[src/rtl/opb_register_bank_ppc2simulink.sv]
// OPB slave bank of C_NUM_REGS software-writable 32-bit control registers feeding Simulink user logic.
// Define OPB_REG_BANK_SHADOW_EN for shadow registers applied to the outputs by user_commit.
module opb_register_bank_ppc2simulink #(
  parameter logic [31:0] C_BASEADDR   = 32'h01098100,
  parameter logic [31:0] C_HIGHADDR   = 32'h010981FF,
  parameter int          C_OPB_AWIDTH = 32,
  parameter int          C_OPB_DWIDTH = 32,
  parameter int          C_NUM_REGS   = 8,
  parameter logic [31:0] C_RESET_VAL  = 32'h00000000,
  parameter string       C_FAMILY     = "virtex5"
) (
  input  logic                      OPB_Clk,
  input  logic                      OPB_Rst,
  input  logic [0:C_OPB_AWIDTH-1]   OPB_ABus,
  input  logic [0:3]                OPB_BE,
  input  logic [0:C_OPB_DWIDTH-1]   OPB_DBus,
  input  logic                      OPB_RNW,
  input  logic                      OPB_select,
  input  logic                      OPB_seqAddr,
  output logic [0:C_OPB_DWIDTH-1]   Sl_DBus,
  output logic                      Sl_errAck,
  output logic                      Sl_retry,
  output logic                      Sl_toutSup,
  output logic                      Sl_xferAck,
  output logic [32*C_NUM_REGS-1:0]  user_data_out,
  output logic [C_NUM_REGS-1:0]     user_wr_strobe,
  input  logic                      user_commit
);

  if ((C_OPB_AWIDTH != 32) || (C_OPB_DWIDTH != 32) || (C_NUM_REGS < 1) || (C_NUM_REGS > 64) ||
      (C_FAMILY == "") ||
      (({1'b0, C_HIGHADDR} - {1'b0, C_BASEADDR} + 33'd1) < 33'(4 * C_NUM_REGS))) begin : g_bad_cfg
    $error("opb_register_bank_ppc2simulink: unsupported parameter combination");
  end

  logic                  r_xfer_ack;
  logic [31:0]           r_dbus;
  logic [C_NUM_REGS-1:0] r_strobe;
  logic [31:0]           r_store [C_NUM_REGS];
  logic [31:0]           w_store_next [C_NUM_REGS];
  logic                  w_hit;
  logic [31:0]           w_offset;
  logic [29:0]           w_idx;
  logic [C_NUM_REGS-1:0] w_sel;
  logic [C_NUM_REGS-1:0] w_wr_sel;
  logic [31:0]           w_rd_data;
  logic                  w_unused;

  // Byte-lane merge: be[3] is OPB_BE[0] and covers the most-significant byte.
  function automatic logic [31:0] f_merge(input logic [31:0] cur, input logic [31:0] wdata,
                                          input logic [3:0] be);
    logic [31:0] v;
    v = cur;
    for (int b = 0; b < 4; b++) begin
      v[8*b +: 8] = be[b] ? wdata[8*b +: 8] : cur[8*b +: 8];
    end
    return v;
  endfunction

  // The pending ack masks the decode so a held select cannot re-trigger.
  assign w_hit    = OPB_select && !r_xfer_ack && (OPB_ABus >= C_BASEADDR) && (OPB_ABus <= C_HIGHADDR);
  assign w_offset = OPB_ABus - C_BASEADDR;
  assign w_idx    = w_offset[31:2];

  // Register decode, read mux and next-value computation.
  always_comb begin
    w_sel     = {C_NUM_REGS{1'b0}};
    w_wr_sel  = {C_NUM_REGS{1'b0}};
    w_rd_data = 32'd0;
    for (int i = 0; i < C_NUM_REGS; i++) begin
      w_sel[i]        = w_hit && (w_idx == 30'(i));
      w_wr_sel[i]     = w_sel[i] && !OPB_RNW;
      w_rd_data       = w_rd_data | (w_sel[i] ? r_store[i] : 32'd0);
      w_store_next[i] = w_wr_sel[i] ? f_merge(r_store[i], OPB_DBus, OPB_BE) : r_store[i];
    end
  end

  // Transfer acknowledge and registered read data (zero outside the ack cycle).
  always_ff @(posedge OPB_Clk) begin
    if (OPB_Rst) begin
      r_xfer_ack <= 1'b0;
      r_dbus     <= 32'd0;
    end else begin
      r_xfer_ack <= w_hit;
      r_dbus     <= (w_hit && OPB_RNW) ? w_rd_data : 32'd0;
    end
  end

  // Software-visible register storage.
  always_ff @(posedge OPB_Clk) begin
    if (OPB_Rst) begin
      for (int i = 0; i < C_NUM_REGS; i++) r_store[i] <= C_RESET_VAL;
    end else begin
      for (int i = 0; i < C_NUM_REGS; i++) r_store[i] <= w_store_next[i];
    end
  end

`ifdef OPB_REG_BANK_SHADOW_EN
  logic [31:0] r_out [C_NUM_REGS];

  // Commit copies every shadow (including a same-cycle write) to the outputs.
  always_ff @(posedge OPB_Clk) begin
    if (OPB_Rst) begin
      r_strobe <= {C_NUM_REGS{1'b0}};
      for (int i = 0; i < C_NUM_REGS; i++) r_out[i] <= C_RESET_VAL;
    end else begin
      r_strobe <= user_commit ? {C_NUM_REGS{1'b1}} : {C_NUM_REGS{1'b0}};
      for (int i = 0; i < C_NUM_REGS; i++) r_out[i] <= user_commit ? w_store_next[i] : r_out[i];
    end
  end

  for (genvar g = 0; g < C_NUM_REGS; g++) begin : g_out
    assign user_data_out[32*g +: 32] = r_out[g];
  end

  assign w_unused = &{1'b0, OPB_seqAddr, w_offset[1:0]};
`else
  // Write strobes pulse alongside the ack of a write to an implemented register.
  always_ff @(posedge OPB_Clk) begin
    if (OPB_Rst) begin
      r_strobe <= {C_NUM_REGS{1'b0}};
    end else begin
      r_strobe <= w_wr_sel;
    end
  end

  for (genvar g = 0; g < C_NUM_REGS; g++) begin : g_out
    assign user_data_out[32*g +: 32] = r_store[g];
  end

  assign w_unused = &{1'b0, OPB_seqAddr, user_commit, w_offset[1:0]};
`endif

  assign Sl_xferAck     = r_xfer_ack;
  assign Sl_DBus        = r_dbus;
  assign user_wr_strobe = r_strobe;
  assign Sl_errAck      = 1'b0;
  assign Sl_retry       = 1'b0;
  assign Sl_toutSup     = 1'b0;

endmodule

[config.mk]
export PLATFORM = sky130hd
export DESIGN_NAME = opb_register_bank_ppc2simulink
export DESIGN_NICKNAME = d
export VERILOG_FILES = /design/src/rtl/opb_register_bank_ppc2simulink.sv
export SDC_FILE = /design/constraint.sdc
export NUM_CORES = 1
export LEC_CHECK = 0
export BUFFER_PORTS_ARGS = -buffer_cell sky130_fd_sc_hd__buf_2
export CAP_MARGIN = 0
export CORE_ASPECT_RATIO = 1.4
export CORE_MARGIN = 3
export CORE_UTILIZATION = 40
export CTS_CLUSTER_SIZE = 20
export DETAILED_ROUTE_END_ITERATION = 10
export GPL_ROUTABILITY_DRIVEN = 0
export GPL_TIMING_DRIVEN = 0
export MAX_ROUTING_LAYER = met4
export PLACE_DENSITY = 0.69
export SLEW_MARGIN = 20
export SYNTH_ARGS = -nofsm -noshare
export SYNTH_HDL_FRONTEND = slang
export SYNTH_SLANG_ARGS = --single-unit
[constraint.sdc]
create_clock -name OPB_Clk -period 6.05 [get_ports OPB_Clk]
set_input_delay 1.21 -clock OPB_Clk [delete_from_list [all_inputs] [get_ports OPB_Clk]]
set_output_delay 1.21 -clock OPB_Clk [all_outputs]
set_load 0.02 [all_outputs]
==> impl_metrics.tcl, run 1 <==
set metrics [dict create \
    status "finished, final reports clean" \
    drc 0 \
    antenna_found_initial 7 \
    core_um2 33500 \
    startpoint_type "input port" \
    slowest_stage "or4_4" \
    fmax_ghz 0.316 \
    hold_slack_ns 0.486 \
    cts_hold_buf 0 \
    reg2reg_slack_ns 3.37 \
    place_area_um2 16100 \
    ys_types 37 \
    synthCells 1299 \
    setup_viol 0 \
    min_period_ns 3.16 \
    grt_pass1_wl_um 74100 \
    path_clk_slew_ns 0.06 \
    clock-sinks 297 \
    cts_tree "yes" \
    design_area_um2 17100 \
    dieArea_um2 36500 \
    min_path_type "register to register" \
    cp-end-kind "register" \
    dp_hpwl_um 37600 \
    drt_pass1_iterations 8 \
    clockBufferDepth 3 \
    synth_area_per_cell_um2 10.5 \
    post-route-period-util_pct 52.3 \
    ys_ff_latch 297 \
    powerDensity_nw_per_um2 239 \
    drive_gt1_share_pct 29.4 \
    yosysMostFrequentCell "dfxtp_1" \
    post_cts_buffers 0 \
    htree_num_levels 1 \
    path_buf_inv 3 \
    start_util_pct 40.8 \
    grt.total_usage_pct 27.7 \
    fillers 3136 \
    p_sw_share_pct 23.1 \
    worstMarginPinSlew_ns 1.09 \
    ys_seq_area_share_pct 43.5 \
    timing_worst_setup_path_type "input port to register" \
    required_ns 6.52 \
    max-vdd-ir-drop_uv 168 \
    synth_top_area_share_pct 43.5 \
    nets 1771 \
    drv_cap 0 \
    async_flop_share_pct 0 \
    grt_pass1_vias 11682 \
    switchingPower_uw 944 \
    drt_iter0_drc 770 \
    fin_worst_skew_ns 0.0128 \
    via_count 11559 \
    total_leakage_power_uw 0.00881 \
    clockPowerShare_pct 46.9 \
    ys_warn_count 0 \
    viasPerCell 5.32 \
    rows 79 \
    synth-edff-count 0 \
    cp_max_fo 10 \
    cts-buffers-inserted 30 \
    fin_tns_setup_ns 0 \
    die_w_um 162 \
    crit_path_max_incr_delay_ns 0.53 \
    synth_area_leaders "dfxtp_1, mux2i_1, nand2b_1, nand4_4, mux2_2" \
    syn-cell-area_um2 13700 \
    netlist_top_cells_count "dfxtp_1, nand2b_1, mux2i_1, nand2_1, clkbuf_1" \
    dieHeight_um 225 \
    io_buffers 364 \
    p_comb_share_pct 5.3 \
    yosys.area.top_type "dfxtp_1" \
    wl_per_cell_um 23.6 \
    root_buffer "clkbuf_16" \
    cp_top_family "simple AND/OR/NAND/NOR gates" \
    wirelength_um 51300 \
    power.internal_uw 3150 \
    hold_violations 0 \
    ctsResizeCount 0 \
    grt_max_degree 15 \
    overflow 0 \
    relSlewSlack_pct 27.0 \
    clk_latency_ns 0.57 \
    cp.arrival_ns 3.63 \
    ant_nets 0 \
    area_growth_pct 25.1 \
    drv_slew 0 \
    ioPinCount 374 \
    crit_chain "buf_2 -> or4_4 -> nor4_4 -> buf_6 -> nand4_2 -> clkbuf_1 -> o22ai_1" \
    seq_power_share_pct 47.8 \
    rsz0062_at_grt "no" \
    synth_flop_cell "dfxtp_1" \
]
## metal layers
metal	vias to the layer above	routed length, µm	share of wire, %	GRT usage (%)
met5	-	0	0	-
met4	0	2720	5.3	13.4
li1	5325	-	-	-
met3	131	2980	5.8	4.59
met1	5649	20400	40	32.3
met2	454	25300	49	46.5
## kinds of logic after synthesis
kind of cell / share of synthesized area (%)
DFF: 43.5
AOI/OAI and AO/OA: 3.92
buffers and inverters: 3.99
other: 0.0274
and+or+nand+nor: 24.9
muxes: 23.7
## layout make-up
| type | instances | area, µm² | area share, % |
|---|---|---|---|
| plain buffers | 118 | 546 | 3.19 |
| well taps | 445 | 557 | 3.25 |
| multi-input cells | 886 | 7210 | 42.1 |
| flip-flops and latches | 297 | 5950 | 34.7 |
| diodes | 7 | 17.5 | 0.102 |
| clock buffers | 50 | 957 | 5.59 |
| repair buffers | 364 | 1820 | 10.6 |
| clock inverters | 6 | 61.3 | 0.358 |
## worst reg2reg max path: cells and delay by family, from the launching register on
kind	cells	cell delay, ns
AND/OR/NAND/NOR	3	1.18
flip-flops	1	0.34
AO/OA/AOI/OAI	1	0.30
buffers and inverters	2	0.77
## worst paths after layout
kind | to | from | depth (start not counted)
max | Sl_DBus[20] | OPB_ABus[17] | 7
min reg2reg | r_store[1][9] | r_store[1][9] | 2
min | r_store[1][9] | r_store[1][9] | 2
max reg2reg | Sl_DBus[20] | Sl_xferAck | 6
## power groups by stage
| stage | registers, µW | clock network (µW) | logic [µW] |
|---|---|---|---|
| finish | 1950 | 1920 | 216 |
| global route | 1950 | 2010 | 228 |
| CTS | 1950 | 1940 | 216 |
| detailed placement | 2000 | 0 | 216 |
| global placement | 2000 | 0 | 212 |
| floorplan | 2000 | 0 | 122 |
## flip-flops by register name, indices dropped and copies added, names as in the netlist
register	cells
Sl_DBus	32
Sl_xferAck	1
r_store	256
user_wr_strobe	8
## stage by stage
stage          utilization (%)  instances  worst slack, ns  power, µW
2_1_floorplan                -       1301             3.21       2120
3_3_place_gp              47.9       2110             2.00       2210
3_5_place_dp              48.0       2110             2.35       2210
4_1_cts                   51.0       2166             2.93       4110
5_1_grt                   51.1       2173             2.80       4190
6_report                  51.1       2173             2.89       4090
## layout by cell type (no fill, tap or decap), drive strengths merged
master and count:
buf 423, dfxtp 297, nand2b 295, mux2i 288
clkbuf 109, nand2 66, nor2 34, and3 33
mux2 32, o22ai 32, nand4 32, a222oi 30
nor3 9, diode 7, and4 5, or4bb 4
a22oi 4, clkinv 4, nor4 4, conb 3
or4 3, nor4b 3, or4b 2, nand4bb 1
nor4bb 1, a21oi 1, or2 1, nor2b 1
nor3b 1, and4bb 1, clkinvlp 1, bufinv 1
No activity file was read; power rests on OpenSTA's default activity.
==> inputs of run 2 (changes only) <==
--- a/config.mk
+++ b/config.mk
@@ -5,6 +5,7 @@
 export SDC_FILE = /design/constraint.sdc
 export NUM_CORES = 1
 export LEC_CHECK = 0
+export ABC_AREA = 1
 export BUFFER_PORTS_ARGS = -buffer_cell sky130_fd_sc_hd__buf_2
 export CAP_MARGIN = 0
 export CORE_ASPECT_RATIO = 1.4
@@ -15,7 +16,7 @@
 export GPL_ROUTABILITY_DRIVEN = 0
 export GPL_TIMING_DRIVEN = 0
 export MAX_ROUTING_LAYER = met4
-export PLACE_DENSITY = 0.69
+export PLACE_DENSITY = 0.71
 export SLEW_MARGIN = 20
 export SYNTH_ARGS = -nofsm -noshare
 export SYNTH_HDL_FRONTEND = slang
==> constraint.sdc (replaced) <==
create_clock -name OPB_Clk -period 2.7 [get_ports OPB_Clk]
set_input_delay 0.54 -clock OPB_Clk [delete_from_list [all_inputs] [get_ports OPB_Clk]]
set_output_delay 0.54 -clock OPB_Clk [all_outputs]
set_load 0.02 [all_outputs]
==> run 2 against run 1 <==
Net effect: utilization shrank 0.19 points; sequential power rose by 120%; via count rose by 42%; first-iteration DRC count rose to 2.9 times the previous value; cell count up 26%; routed wire length up 27%; sequential share of layout area is 0.23 points higher; flip-flop and latch count unchanged; final area shrank 0.67%; synthesized area fell by 0.66%; non-clock buffer count grew 40; critical path type unchanged; largest cell class unchanged.
==> impl_metrics.tcl, run 2 <==
set metrics [dict create \
    synthCells 1872 \
    die_w_um 162 \
    synth_top_area_share_pct 43.8 \
    crit_chain "buf_2 -> nor4_1 -> nand3_1 -> nor3_2 -> nand2_1 -> o21ai_0 -> nor2_1" \
    crit_start "OPB_ABus[25]" \
    ys_seq_area_share_pct 43.8 \
    fin_worst_skew_ns 0.0174 \
    seq_power_share_pct 47.6 \
    syn-cell-area_um2 13600 \
    drc 0 \
    wirelength_um 64900 \
    ioPinCount 374 \
    drv_slew 0 \
    layout_common_cells "nor2_1, buf_2, dfxtp_1" \
    drv_cap 0 \
    post-route-period-util_pct 96.2 \
    grt_pass1_vias 15472 \
    drive_gt1_share_pct 21.7 \
    status "finished, final reports clean" \
    synth_area_per_cell_um2 7.26 \
    worstMarginPinSlew_ns 1.13 \
    grt_max_degree 15 \
    total_power_uw 9210 \
    setup_viol 0 \
    dieHeight_um 224 \
    nets 2347 \
    clockPowerShare_pct 46.1 \
    post_cts_buffers 0 \
    hold_violations 0 \
    grt.total_usage_pct 35.1 \
    start_util_pct 40.7 \
    crit_path_max_incr_delay_ns 0.72 \
    reg2reg_slack_ns 0.31 \
    powerDensity_nw_per_um2 542 \
    reg2reg_depth 11 \
    total_leakage_power_uw 0.00783 \
    synth_area_leaders "dfxtp_1, nor2_1, nand4_1, nor3_1, o21ai_0" \
    dieArea_um2 36200 \
    power.internal_uw 6880 \
    min_from "OPB_ABus[1]" \
    utilization_pct 50.9 \
    crit_end "r_store[0][50]" \
    min_period_ns 2.60 \
    synth_flop_cell "dfxtp_1" \
    switchingPower_uw 2320 \
    clockBufferDepth 3 \
    min_path_type "input port to register" \
    htree_num_levels 1 \
    cts_hold_buf 0 \
    via_count 16370 \
    slowest_stage "nor4_1" \
    drt_pass1_iterations 7 \
    startpoint_type "input port" \
    largest_register_ffs 256 \
    async_flop_share_pct 0 \
    yosys.area.top_type "dfxtp_1" \
    p_sw_share_pct 25.2 \
    root_buffer "clkbuf_16" \
    r2r-end "Sl_DBus[10]" \
    yosysMostFrequentCell "nor2_1" \
    cp_max_fo 8 \
    top_register "r_store" \
    cts_tree "yes" \
    fillers 3371 \
    r2r_start "Sl_xferAck" \
    ys_ff_latch 297 \
    drt_iter0_drc 2249 \
    clk_latency_ns 0.58 \
    cp-end-kind "register" \
    required_ns 3.16 \
    netlist_top_cells_count "nor2_1, dfxtp_1, nand4_1, nand2_1, nor3_1" \
    synth-edff-count 0 \
    relSlewSlack_pct 24.9 \
    rows 79 \
    grt_pass1_wl_um 94500 \
    ys_types 27 \
    rsz0062_at_grt "no" \
    io_buffers 367 \
    clock-sinks 297 \
    ys_warn_count 0 \
    layout_commonest_cell "nor2_1" \
    antenna_found_initial 3 \
    cp.arrival_ns 3.06 \
    viasPerCell 5.97 \
    dp_hpwl_um 48900 \
    core_um2 33400 \
    p_comb_share_pct 6.4 \
    wl_per_cell_um 23.7 \
    fmax_ghz 0.385 \
    area_growth_pct 25.1 \
    overflow 0 \
    max-vdd-ir-drop_uv 460 \
    timing_worst_setup_path_type "input port to register" \
    path_clk_slew_ns 0.07 \
    ant_nets 0 \
    cts-buffers-inserted 30 \
]
[run 2: cell count changes in the layout (fill, tap and decap cells not counted), moves of 96 or more]
| cell | change |
|---|---|
| o21ai_1 | +96 |
| nand2b_1 | -294 |
| o21ai_0 | +161 |
| nand2_1 | +101 |
| nand4_1 | +262 |
| nor2_1 | +416 |
| mux2i_1 | -288 |
| nor3_1 | +150 |
[run 2: through the flow]
stage | hold WS [ns] | area [µm²] | cells | TNS, ns | setup slack (ns)
CTS | 0.320 | 17000 | 2741 | 0 | 0.238
detailed placement | 0.498 | 16000 | 2686 | -72.72 | -0.714
finish | 0.334 | 17000 | 2744 | 0 | 0.103
floorplan | 0.572 | 13600 | 1874 | 0 | 0.602
global placement | 0.490 | 16000 | 2686 | -62.60 | -0.639
global route | 0.364 | 17000 | 2744 | 0 | 0.0750
[run 2: worst min path at each step]
stage	cells after the start	end	slack (ns)
finish	4	Sl_xferAck	0.33
global route	3	r_store[0][22]	0.36
CTS	3	r_store[1][127]	0.32
detailed placement	2	r_store[0][36]	0.50
global placement	2	r_store[0][8]	0.49
floorplan	2	r_store[0][112]	0.57
[run 2: critical path, delay by kind of cell]
family / cells / cell delay (ns)
simple gates: 5 / 2.11
compound gates: 1 / 0.30
buf+inv: 1 / 0.12
[run 2: area by class of cell]
type	count	area [µm²]	area share, %
diodes	3	7.51	0.0442
repair buffers	367	1840	10.8
flip-flops and latches	297	5950	35.0
well taps	445	557	3.28
multi-input cells	1391	6810	40.1
clock buffers	41	853	5.02
plain buffers	155	741	4.36
clock inverters	14	131	0.773
inverters	31	116	0.685
[run 2: what timing repair did]
item | 4_1_cts | 5_1_grt
resized for setup | 3 | 1
pin swaps | 0 | 0
setup endpoints to repair | 49 | 2
[run 2: logic make-up after synthesis]
kind of cell,synth area share (%)
AO/OA/AOI/OAI,10.6
buffers and inverters,6.31
flip-flops,43.8
other,0.0276
AND/OR/NAND/NOR,39.3
[run 2: per-layer routing]
metal | wire, µm | global-route usage, %
met3 | 6730 | 6.86
met2 | 29800 | 55.8
met4 | 5880 | 25.6
met5 | 0 | -
met1 | 22500 | 39.1
[run 2: power groups by stage]
stage,combinational [µW],clock (µW),sequential [µW]
2_1_floorplan,269,0,4480
6_report,586,4240,4380
3_3_place_gp,550,0,4480
5_1_grt,614,4400,4380
3_5_place_dp,559,0,4480
4_1_cts,562,4250,4380
